## src/rtl/fp_pkg.sv

```systemverilog
// -----------------------------------------------------------------------------
// fp_pkg
// Shared definitions for the FP compare/min-max/classify path:
//   - fp_op_e      : 3-bit op encodings (FEQ, FLT, FLE, FMIN, FMAX, FCLASS, 2 reserved)
//   - FP_CANON_NAN : canonical quiet NaN returned by FMIN/FMAX when both inputs are NaN
//   - FCLASS_*     : bit positions of the 10-bit RISC-V FCLASS mask
//   - fp_class_t   : per-operand class bits produced by fp_class
//   - fclass_mask  : turns an fp_class_t into the FCLASS mask
// -----------------------------------------------------------------------------
package fp_pkg;

    typedef enum logic [2:0] {
        FP_OP_FEQ    = 3'b000,
        FP_OP_FLT    = 3'b001,
        FP_OP_FLE    = 3'b010,
        FP_OP_FMIN   = 3'b011,
        FP_OP_FMAX   = 3'b100,
        FP_OP_FCLASS = 3'b101,
        FP_OP_RSV6   = 3'b110,
        FP_OP_RSV7   = 3'b111
    } fp_op_e;

    localparam logic [31:0] FP_CANON_NAN = 32'h7FC0_0000;

    localparam int FCLASS_NEG_INF  = 0;
    localparam int FCLASS_NEG_NORM = 1;
    localparam int FCLASS_NEG_SUB  = 2;
    localparam int FCLASS_NEG_ZERO = 3;
    localparam int FCLASS_POS_ZERO = 4;
    localparam int FCLASS_POS_SUB  = 5;
    localparam int FCLASS_POS_NORM = 6;
    localparam int FCLASS_POS_INF  = 7;
    localparam int FCLASS_SNAN     = 8;
    localparam int FCLASS_QNAN     = 9;

    typedef struct packed {
        logic sign;
        logic snan;
        logic qnan;
        logic inf;
        logic zero;
        logic subnormal;
        logic normal;
    } fp_class_t;

    // Exactly one of the ten mask bits is set for any operand.
    function automatic logic [9:0] fclass_mask(input fp_class_t c);
        logic [9:0] m;
        m                  = '0;
        m[FCLASS_NEG_INF]  =  c.sign & c.inf;
        m[FCLASS_NEG_NORM] =  c.sign & c.normal;
        m[FCLASS_NEG_SUB]  =  c.sign & c.subnormal;
        m[FCLASS_NEG_ZERO] =  c.sign & c.zero;
        m[FCLASS_POS_ZERO] = ~c.sign & c.zero;
        m[FCLASS_POS_SUB]  = ~c.sign & c.subnormal;
        m[FCLASS_POS_NORM] = ~c.sign & c.normal;
        m[FCLASS_POS_INF]  = ~c.sign & c.inf;
        m[FCLASS_SNAN]     =  c.snan;
        m[FCLASS_QNAN]     =  c.qnan;
        return m;
    endfunction

endpackage

```

## src/rtl/fp_cmp_unit_if.sv

```systemverilog
// -----------------------------------------------------------------------------
// fp_cmp_unit_if
// Operand/result handshake bundle of fp_cmp_unit.
//   in_valid/in_ready   : operand bundle handshake (op, rs1, rs2)
//   out_valid/out_ready : result handshake (result, fflag_nv)
// Modports:
//   master : issuing side (drives operands, consumes results)
//   slave  : the compare unit
// -----------------------------------------------------------------------------
interface fp_cmp_unit_if;

    logic        in_valid;
    logic        in_ready;
    logic [2:0]  op;
    logic [31:0] rs1;
    logic [31:0] rs2;
    logic        out_valid;
    logic        out_ready;
    logic [31:0] result;
    logic        fflag_nv;

    modport master (
        output in_valid, op, rs1, rs2, out_ready,
        input  in_ready, out_valid, result, fflag_nv
    );

    modport slave (
        input  in_valid, op, rs1, rs2, out_ready,
        output in_ready, out_valid, result, fflag_nv
    );

endinterface

```

## src/rtl/fp_cmp_unit_class.sv

```systemverilog
// -----------------------------------------------------------------------------
// fp_class
// Combinational IEEE-754 single-precision operand classifier.
// Ports:
//   value : 32-bit operand
//   cls   : sign, sNaN, qNaN, infinity, zero, subnormal, normal (one-hot
//           apart from sign)
// -----------------------------------------------------------------------------
module fp_class
    import fp_pkg::*;
(
    input  logic [31:0] value,
    output fp_class_t   cls
);

    logic [7:0]  exponent;
    logic [22:0] mantissa;
    logic        exp_max;
    logic        exp_min;
    logic        man_zero;

    assign exponent = value[30:23];
    assign mantissa = value[22:0];
    assign exp_max  = (exponent == 8'hFF);
    assign exp_min  = (exponent == 8'h00);
    assign man_zero = (mantissa == 23'd0);

    // NOTE: every field of a combinational output gets a value on every path;
    // filling the struct from one expression per field keeps this latch-free.
    always_comb begin
        cls.sign      = value[31];
        cls.inf       = exp_max &  man_zero;
        // The quiet bit is the MSB of the mantissa; a NaN without it is signaling.
        cls.qnan      = exp_max & ~man_zero &  mantissa[22];
        cls.snan      = exp_max & ~man_zero & ~mantissa[22];
        cls.zero      = exp_min &  man_zero;
        cls.subnormal = exp_min & ~man_zero;
        cls.normal    = ~exp_max & ~exp_min;
    end

endmodule

```

## src/rtl/fp_cmp_unit.sv

```systemverilog
// -----------------------------------------------------------------------------
// fp_cmp_unit
// Two-stage RV32F compare / min-max / classify unit.
//   S1 registers op, both operands and their class bits.
//   S2 registers result and the invalid-operation flag.
// Ports:
//   clk : clock, all state on rising edge
//   rst : asynchronous active-high reset, discards in-flight bundles
//   bus : fp_cmp_unit_if.slave
//         in_valid/in_ready, op[2:0], rs1, rs2      -> operand bundle
//         out_valid/out_ready, result[31:0], fflag_nv -> result
// Configuration macro:
//   FP_CMP_FCLASS_EN : when defined op 101 returns the FCLASS mask of rs1;
//                      otherwise op 101 behaves as a reserved op (result 0).
// Latency 2 cycles, throughput 1/cycle; in_ready depends combinationally on
// out_ready so a full pipe can accept and drain in the same cycle.
// -----------------------------------------------------------------------------
module fp_cmp_unit
    import fp_pkg::*;
(
    input  logic          clk,
    input  logic          rst,
    fp_cmp_unit_if.slave  bus
);

    // ---------------------------------------------------------------- handshake
    logic s1_valid;
    logic s2_valid;
    logic s1_ready;
    logic s2_ready;

    assign s2_ready     = ~s2_valid | bus.out_ready;
    assign s1_ready     = ~s1_valid | s2_ready;
    assign bus.in_ready = s1_ready;

    // ------------------------------------------------------------- classifiers
    fp_class_t cls_a;
    fp_class_t cls_b;

    fp_class u_class_a (.value(bus.rs1), .cls(cls_a));
    fp_class u_class_b (.value(bus.rs2), .cls(cls_b));

    // ---------------------------------------------------------------- stage 1
    fp_op_e      s1_op;
    logic [31:0] s1_a;
    logic [31:0] s1_b;
    fp_class_t   s1_ca;
    fp_class_t   s1_cb;

    // NOTE: state registers use non-blocking assignments so every flop samples
    // the pre-edge value of its neighbours, independent of statement order.
    always_ff @(posedge clk or posedge rst) begin
        if (rst) begin
            s1_valid <= 1'b0;
        end else if (s1_ready) begin
            s1_valid <= bus.in_valid;
        end
    end

    // NOTE: the payload registers carry no reset; they are only observed while
    // s1_valid is set, so clearing them would cost reset routing for nothing.
    always_ff @(posedge clk) begin
        if (bus.in_valid && s1_ready) begin
            s1_op <= fp_op_e'(bus.op);
            s1_a  <= bus.rs1;
            s1_b  <= bus.rs2;
            s1_ca <= cls_a;
            s1_cb <= cls_b;
        end
    end

    // ------------------------------------------------------ stage 2 datapath
    logic        nan_a;
    logic        nan_b;
    logic        any_nan;
    logic        any_snan;
    logic        both_zero;
    logic        mag_lt;
    logic        mag_gt;
    logic        lt_raw;
    logic        lt;
    logic        eq;
    logic [31:0] res_d;
    logic        nv_d;

    assign nan_a     = s1_ca.snan | s1_ca.qnan;
    assign nan_b     = s1_cb.snan | s1_cb.qnan;
    assign any_nan   = nan_a | nan_b;
    assign any_snan  = s1_ca.snan | s1_cb.snan;
    assign both_zero = s1_ca.zero & s1_cb.zero;
    assign mag_lt    = (s1_a[30:0] < s1_b[30:0]);
    assign mag_gt    = (s1_a[30:0] > s1_b[30:0]);

    // Sign-magnitude ordering where -0 < +0; used directly by FMIN/FMAX.
    assign lt_raw = ( s1_ca.sign & ~s1_cb.sign)
                  | (~s1_ca.sign & ~s1_cb.sign & mag_lt)
                  | ( s1_ca.sign &  s1_cb.sign & mag_gt);

    // Compare ordering: +0 and -0 are equal, so neither is less than the other.
    assign lt = lt_raw & ~both_zero;
    assign eq = (s1_a == s1_b) | both_zero;

    always_comb begin
        res_d = '0;
        nv_d  = 1'b0;
        unique case (s1_op)
            FP_OP_FEQ: begin
                res_d[0] = ~any_nan & eq;
                nv_d     = any_snan;
            end
            FP_OP_FLT: begin
                res_d[0] = ~any_nan & lt;
                nv_d     = any_nan;
            end
            FP_OP_FLE: begin
                res_d[0] = ~any_nan & (lt | eq);
                nv_d     = any_nan;
            end
            FP_OP_FMIN: begin
                if (nan_a && nan_b) res_d = FP_CANON_NAN;
                else if (nan_a)     res_d = s1_b;
                else if (nan_b)     res_d = s1_a;
                else                res_d = lt_raw ? s1_a : s1_b;
                nv_d = any_snan;
            end
            FP_OP_FMAX: begin
                if (nan_a && nan_b) res_d = FP_CANON_NAN;
                else if (nan_a)     res_d = s1_b;
                else if (nan_b)     res_d = s1_a;
                else                res_d = lt_raw ? s1_b : s1_a;
                nv_d = any_snan;
            end
`ifdef FP_CMP_FCLASS_EN
            FP_OP_FCLASS: begin
                res_d[9:0] = fclass_mask(s1_ca);
            end
`endif
            default: begin
                // Reserved ops (and FCLASS when disabled) return 0 without NV.
                res_d = '0;
                nv_d  = 1'b0;
            end
        endcase
    end

    // Class bits that only the FCLASS mask would read.
`ifdef FP_CMP_FCLASS_EN
    logic unused_class;
    assign unused_class = ^{s1_cb.inf, s1_cb.subnormal, s1_cb.normal};
`else
    logic unused_class;
    assign unused_class = ^{s1_cb.inf, s1_cb.subnormal, s1_cb.normal,
                            s1_ca.inf, s1_ca.subnormal, s1_ca.normal};
`endif

    // ---------------------------------------------------------------- stage 2
    logic [31:0] s2_result;
    logic        s2_nv;

    always_ff @(posedge clk or posedge rst) begin
        if (rst) begin
            s2_valid  <= 1'b0;
            s2_result <= '0;
            s2_nv     <= 1'b0;
        end else if (s2_ready) begin
            s2_valid <= s1_valid;
            // Hold the last result when nothing new arrives.
            if (s1_valid) begin
                s2_result <= res_d;
                s2_nv     <= nv_d;
            end
        end
    end

    assign bus.out_valid = s2_valid;
    assign bus.result    = s2_result;
    assign bus.fflag_nv  = s2_nv;

endmodule

```

## src/flat_wrapper.sv

```systemverilog
// flat-port wrapper written by rule: the top's interface ports become plain ports
module fp_cmp_unit_flat import fp_pkg::*;
  (clk, rst, bus_in_valid, bus_op, bus_rs1, bus_rs2, bus_out_ready, bus_in_ready, bus_out_valid, bus_result, bus_fflag_nv);
  fp_cmp_unit_if bus_i ();
  input  logic clk;
  input  logic rst;
  input wire logic [$bits(bus_i.in_valid)-1:0] bus_in_valid;
  input wire logic [$bits(bus_i.op)-1:0] bus_op;
  input wire logic [$bits(bus_i.rs1)-1:0] bus_rs1;
  input wire logic [$bits(bus_i.rs2)-1:0] bus_rs2;
  input wire logic [$bits(bus_i.out_ready)-1:0] bus_out_ready;
  output wire logic [$bits(bus_i.in_ready)-1:0] bus_in_ready;
  output wire logic [$bits(bus_i.out_valid)-1:0] bus_out_valid;
  output wire logic [$bits(bus_i.result)-1:0] bus_result;
  output wire logic [$bits(bus_i.fflag_nv)-1:0] bus_fflag_nv;
  assign bus_i.in_valid = bus_in_valid;
  assign bus_i.op = bus_op;
  assign bus_i.rs1 = bus_rs1;
  assign bus_i.rs2 = bus_rs2;
  assign bus_i.out_ready = bus_out_ready;
  assign bus_in_ready = bus_i.in_ready;
  assign bus_out_valid = bus_i.out_valid;
  assign bus_result = bus_i.result;
  assign bus_fflag_nv = bus_i.fflag_nv;
  fp_cmp_unit u_core (.clk(clk), .rst(rst), .bus(bus_i));
endmodule
```

## config.mk

```make
export PLATFORM = sky130hd
export DESIGN_NAME = fp_cmp_unit_flat
export DESIGN_NICKNAME = d
export VERILOG_FILES = /design/src/rtl/fp_pkg.sv /design/src/rtl/fp_cmp_unit_if.sv /design/src/rtl/fp_cmp_unit_class.sv /design/src/rtl/fp_cmp_unit.sv /design/src/flat_wrapper.sv
export SDC_FILE = /design/constraint.sdc
export NUM_CORES = 1
export LEC_CHECK = 0
export CORE_ASPECT_RATIO = 2
export CORE_MARGIN = 2
export CORE_UTILIZATION = 47
export CTS_CLUSTER_DIAMETER = 200
export DETAILED_ROUTE_END_ITERATION = 10
export PLACE_DENSITY = 0.77
export SLEW_MARGIN = 20
export SYNTH_ARGS = -nofsm -noshare
export SYNTH_HDL_FRONTEND = slang
export SYNTH_SLANG_ARGS = --single-unit
```

## constraint.sdc

```tcl
create_clock -name clk -period 2.7 [get_ports clk]
set_input_delay 0.81 -clock clk [delete_from_list [all_inputs] [get_ports clk]]
set_output_delay 0.81 -clock clk [all_outputs]
set_load 0.02 [all_outputs]
```

Yosys cells after proc, flatten, opt, wreduce, memory -nomap -nowiden
Cells that the tools add are included.

Bits in registers: 110. Input bits: 71. Output and inout bits: 35.

$lt $le $gt $ge: 2. Equality and inequality tests: 7. Muxes and demuxes: 11. Bitwise operators: 38. Reduce and logical (&&, ||, !) cells: 10.

Operators with widths (count): two-way mux 32 bit (8); one-hot mux 31 bit (2 select lines) (1); zero test 23 bit (2); == test 32 bit (1); greater-than comparator 31 bit (1); < comparator 31 bit (1); bitwise AND 1 bit (18); == test 8 bit, second input constant (2); zero test 8 bit (2); NOT 1 bit (10); OR 1 bit (10); == test 3 x 2 -> 1 bit, second input constant (2); one-hot mux 1 bit (5 select lines) (1); == test 3 x 1 -> 1 bit, second input constant (1); == test 3 bit, second input constant (1); zero test 3 bit (1); OR reduction 3 bit (1); logical AND 1 bit (2); one-hot mux 1 bit (2 select lines) (1); AND reduction 2 bit (1); OR reduction 2 bit (1).

Longest topological paths before layout
Depth after elaboration: 10. Depth in mapped cells: 11. Gate-level depth less buffers: 10.

Hierarchy
From an unflattened synthesis, not the netlist that was laid out.

Cells, all modules: 486. Area total of the unflattened synthesis: 5626.6 µm².

Modules (own cells, without submodules): fp_cmp_unit (times used 1, cells each 444, area an instance 5333.9 µm², seq. area each 3128.0 µm²); fp_class (times used 2, cells each 21, area an instance 146.4 µm², seq. area each 0.0 µm²).

Worst setup path before layout
Ideal clock, no wire load.

Path type: input-to-reg. From: input bus_out_ready. To: register u_core.s1_a[0], enable pin. Setup time: 0.439 ns. Arrival time: 2.820 ns. Data required time: 2.261 ns. Path slack: -0.559 ns. Stages on the path: 2. Buffers on the path: 0. Path through: nand3b_1 and2_1.

Longest elaborated chain between the ends: 3.

RTL lines: from (decl) (line flat_wrapper.sv:11) `input wire logic [$bits(bus_i.out_ready)-1:0] bus_out_ready;`; OR 1 bit (line fp_cmp_unit.sv:32) `assign s2_ready = ~s2_valid | bus.out_ready;`; OR 1 bit (line fp_cmp_unit.sv:33) `assign s1_ready = ~s1_valid | s2_ready;`; logical AND 1 bit (line fp_cmp_unit.sv:63) `if (bus.in_valid && s1_ready) begin`; to (signal assigned) (line fp_cmp_unit.sv:65) `s1_a <= bus.rs1;`; to (decl) (line fp_cmp_unit.sv:45) `logic [31:0] s1_a;`.

No other way between the ends. A chain may end at the register's enable or synchronous reset.

Final worst setup path
From: register u_core.s1_b[25]. To: register u_core.s2_result[17], in the netlist u_core.bus.result[17].

Longest elaborated chain between the ends: 9.

RTL lines: from (decl) (line fp_cmp_unit.sv:46) `logic [31:0] s1_b;`; from (signal assigned) (line fp_cmp_unit.sv:66) `s1_b <= bus.rs2;`; < comparator 31 bit (line fp_cmp_unit.sv:91) `assign mag_lt = (s1_a[30:0] < s1_b[30:0]);`; bitwise AND 1 bit (line fp_cmp_unit.sv:96) `| (~s1_ca.sign & ~s1_cb.sign & mag_lt)`; OR 1 bit (line fp_cmp_unit.sv:96); OR 1 bit (*) (line fp_cmp_unit.sv:97) `| ( s1_ca.sign & s1_cb.sign & mag_gt);`; two-way mux 32 bit, on equally long branches (line fp_cmp_unit.sv:130, fp_cmp_unit.sv:123); two-way mux 32 bit, on equally long branches (line fp_cmp_unit.sv:129, fp_cmp_unit.sv:122); two-way mux 32 bit, on equally long branches (line fp_cmp_unit.sv:128, fp_cmp_unit.sv:121); two-way mux 32 bit, on equally long branches (line fp_cmp_unit.sv:127, fp_cmp_unit.sv:120); one-hot mux 31 bit (2 select lines) (*) (line fp_cmp_unit.sv:106) `unique case (s1_op)`; to (signal assigned) (line fp_cmp_unit.sv:169) `s2_result <= res_d;`; to (decl) (line fp_cmp_unit.sv:157) `logic [31:0] s2_result;`.

Mark *: on every way between the ends. The rest lies on a longest branch, timed or not.

==> impl_metrics.yaml <==
outcome:
  status: "finished with violations"
  violations: "setup timing"
cts:
  htreeDepth: 3
  clockRootBuffer: "clkbuf_16"
  tritoncts: "done"
  ctsLongestPathBuffers: 2
  clk_latency_ns: 0.35
  clk_pin_slew_worst_paths_ns: 0.08
  clock-sinks: 108
  cts_buffers: 9
logic_synthesis:
  synth-seq-cells: 108
  synth_cell_types: 54
  syn-mean-instance-area_um2: 12.5
  synth_top_cell_by_area: "edfxtp_1"
  yosysSeqAreaShare_pct: 58.6
  yosys.area.top_type_share_pct: 41.9
  syn_inst: 418
  syn-num-nets: 524
  synth_area_leaders: "edfxtp_1 42%, dfrtp_1 17%, ha_1 8.4%"
  ys.flop_type: "edfxtp_1"
  async_reset_ff_share_pct: 32.4
  netlist_area_mm2: 0.00523
  synth_edf_count: 73
  synth-warning-count: 0
grt:
  grt_pass1_vias: 4361
  grt_pass1_wl_um: 22000
  track_usage_pct: 24.3
  overflow: 0
  antenna_found_initial: 0
  grt_max_degree: 74
floorplanning:
  core_mm2: 0.0109
  io_pins: 106
  initial_core_util_pct: 48.1
  die-area_mm2: 0.0120
  dieWidth_um: 78.6
  die_h_um: 153
  num_rows: 54
detailed_routing:
  viasPerCell: 5.79
  drt_iter0_markers: 212
  drt_wl_total_um: 14100
  wl_per_cell_um: 20.0
  dr.pass1.iters: 4
  final_antenna_net_count: 0
  vias: 4092
  drc: 0
sta:
  slew_viol_final: 0
  post-route-period-util_pct: 108
  max_slew_margin_pct: 49.2
  setup_slack_ns: -0.208
  grt_setup_unrepaired: "true"
  max_clock_freq_mhz: 344
  setup_viol: 31
  tightestPinTransition_ns: 0.762
  skew_ns: 0.00677
  min_period_ns: 2.91
  hold_viol: 0
  finalHoldWorstSlack_ns: 0.469
critical_path:
  worstPathCellList: "inv_1, ha_1, nand4_1, nor2_1, a221oi_2, o211ai_2, o211a_4, o32a_2, a21oi_2, buf_12, a311o_1"
  cp_data_required_time_ns: 2.98
  crit_type: "reg2reg"
  crit_arrival_ns: 3.19
  cpPeakStageDelay_ns: 0.41
  endpoint_kind: "flop"
  start_kind: "flop"
  cpMaxStageDelayCell: "edfxtp_1"
  cp_max_fo: 21
flow_run:
  drv_cap: 0
power_and_ir_drop:
  leakagePower_nw: 2.85
  vdd_ir_drop_max_uv: 432
  cellPowerDensity_mw_per_mm2: 575
worst_hold_path:
  hold_path.class: "reg2reg"
finish:
  drive_gt1_share_pct: 15.0
  final_nets: 668
  fillCellCount: 829
  area_growth_pct: 35.3
  antenna_cells: 0
  stdcell_count: 707
placed_design:
  io_buffers: 105
  globalplace.congestion: 0.807
  hpwl_um: 10600
  dp_cells: 685
==> path summary, 6_finish.rpt <==
path	slack, ns	cells past startpoint	start	end
max	-0.21	11	u_core.s1_b[25]	u_core.bus.result[17]
min	0.47	2	u_core.bus.result[31]	u_core.bus.result[31]
max reg2reg	-0.21	11	u_core.s1_b[25]	u_core.bus.result[17]
min reg2reg	0.47	2	u_core.bus.result[31]	u_core.bus.result[31]
max in group asynchronous	1.48	3	rst	u_core.bus.result[22]
min in group asynchronous	0.86	3	rst	u_core.s1_valid
==> report_power, final <==
part / internal, mW / switching (mW) / total (mW)
clock network: 0.647 / 0.635 / 1.28
registers: 1.92 / 0.0880 / 2.01
logic: 0.385 / 0.395 / 0.780
total: 2.95 / 1.12 / 4.07
==> timing repair <==
item,CTS,global route
buffers inserted,1,3
hold buffers,0,0
resized for setup,11,4
endpoints found under the setup margin,32,31
gates cloned,1,1
pin swaps,6,5
==> final cells by class <==
type / instances / area (um2) / area share (%)
clock buffers: 10 / 229 / 3.23
clock inverters: 6 / 56.3 / 0.795
inverters: 38 / 143 / 2.01
multi-input cells: 264 / 2070 / 29.2
flip-flops and latches: 108 / 3070 / 43.3
well taps: 140 / 175 / 2.47
repair buffers: 141 / 1350 / 19.0
==> sequential cells by signal, summed over array words and instances, names as in the netlist <==
name / flops
u_core.bus.fflag_nv: 1
u_core.s1_valid: 1
u_core.s1_cb: 4
u_core.s1_a: 31
u_core.s1_b: 31
u_core.bus.result: 32
u_core.bus.out_valid: 1
u_core.s1_ca: 4
u_core.s1_op: 3
==> stage by stage <==
step / utilization, % / power [mW] / setup TNS, ns / setup WS, ns / area [um2]
2_1_floorplan: - / 2.38 / 0 / 0.0540 / 5240
3_3_place_gp: 61.2 / 2.77 / -4.93 / -0.185 / 6660
3_5_place_dp: 61.2 / 2.79 / -7.26 / -0.273 / 6660
4_1_cts: 64.7 / 4.07 / -3.96 / -0.164 / 7040
5_1_grt: 65.1 / 4.23 / -10.33 / -0.357 / 7080
6_report: 65.1 / 4.07 / -5.44 / -0.208 / 7080
==> cells by family after synthesis <==
kind of cell             count (synthesis)  synth area share [%]
AO/OA/AOI/OAI                           99                  15.2
XOR/XNOR                                 1                 0.167
adder cells (fa/ha/maj)                 35                  8.37
buffers and inverters                   48                  4.04
flip-flops                             108                  58.6
AND/OR/NAND/NOR                        127                  13.6
==> per-layer routing <==
metal	wire length (um)	global-route usage, %
met5	0	0
met4	801	13.1
met3	393	3.54
met2	8230	47.5
met1	4700	23.1
==> worst max-delay path, delay by kind of cell (launching register included) <==
family / cells / cell delay [ns]
buf+inv: 2 / 0.27
simple gates: 2 / 0.31
compound gates: 6 / 1.58
flops: 1 / 0.41
fa+ha+maj: 1 / 0.25
==> placed cells by master, fill, tap and decap left out, types with 4 or more instances in the layout <==
cell type	instances
a211oi_2	4
a21oi_1	14
a221o_1	20
a31oi_1	12
and2_1	23
buf_4	34
clkbuf_16	9
clkdlybuf4s50_1	104
dfrtp_1	35
edfxtp_1	73
ha_1	33
inv_1	36
nand2_1	18
nand3_1	10
nand4_1	11
nor2_1	26
nor4_1	14
o21ai_0	15
o31ai_1	9
==> synth_stat cells, drive strengths merged, types with 2 or more instances <==
master	instances
a211oi	6
nor3	4
edfxtp	73
o31ai	11
clkbuf	4
nand4	12
nand2	18
o211ai	4
a21oi	15
dfrtp	35
inv	38
or2	2
nand2b	4
nor4	16
o21ai	15
or3	3
a31oi	12
a221o	20
a221oi	2
nand3	10
and2	24
o31a	2
o311a	2
and3	2
buf	6
ha	35
nand3b	3
nor2	26
(Power assumes the default switching activity.)
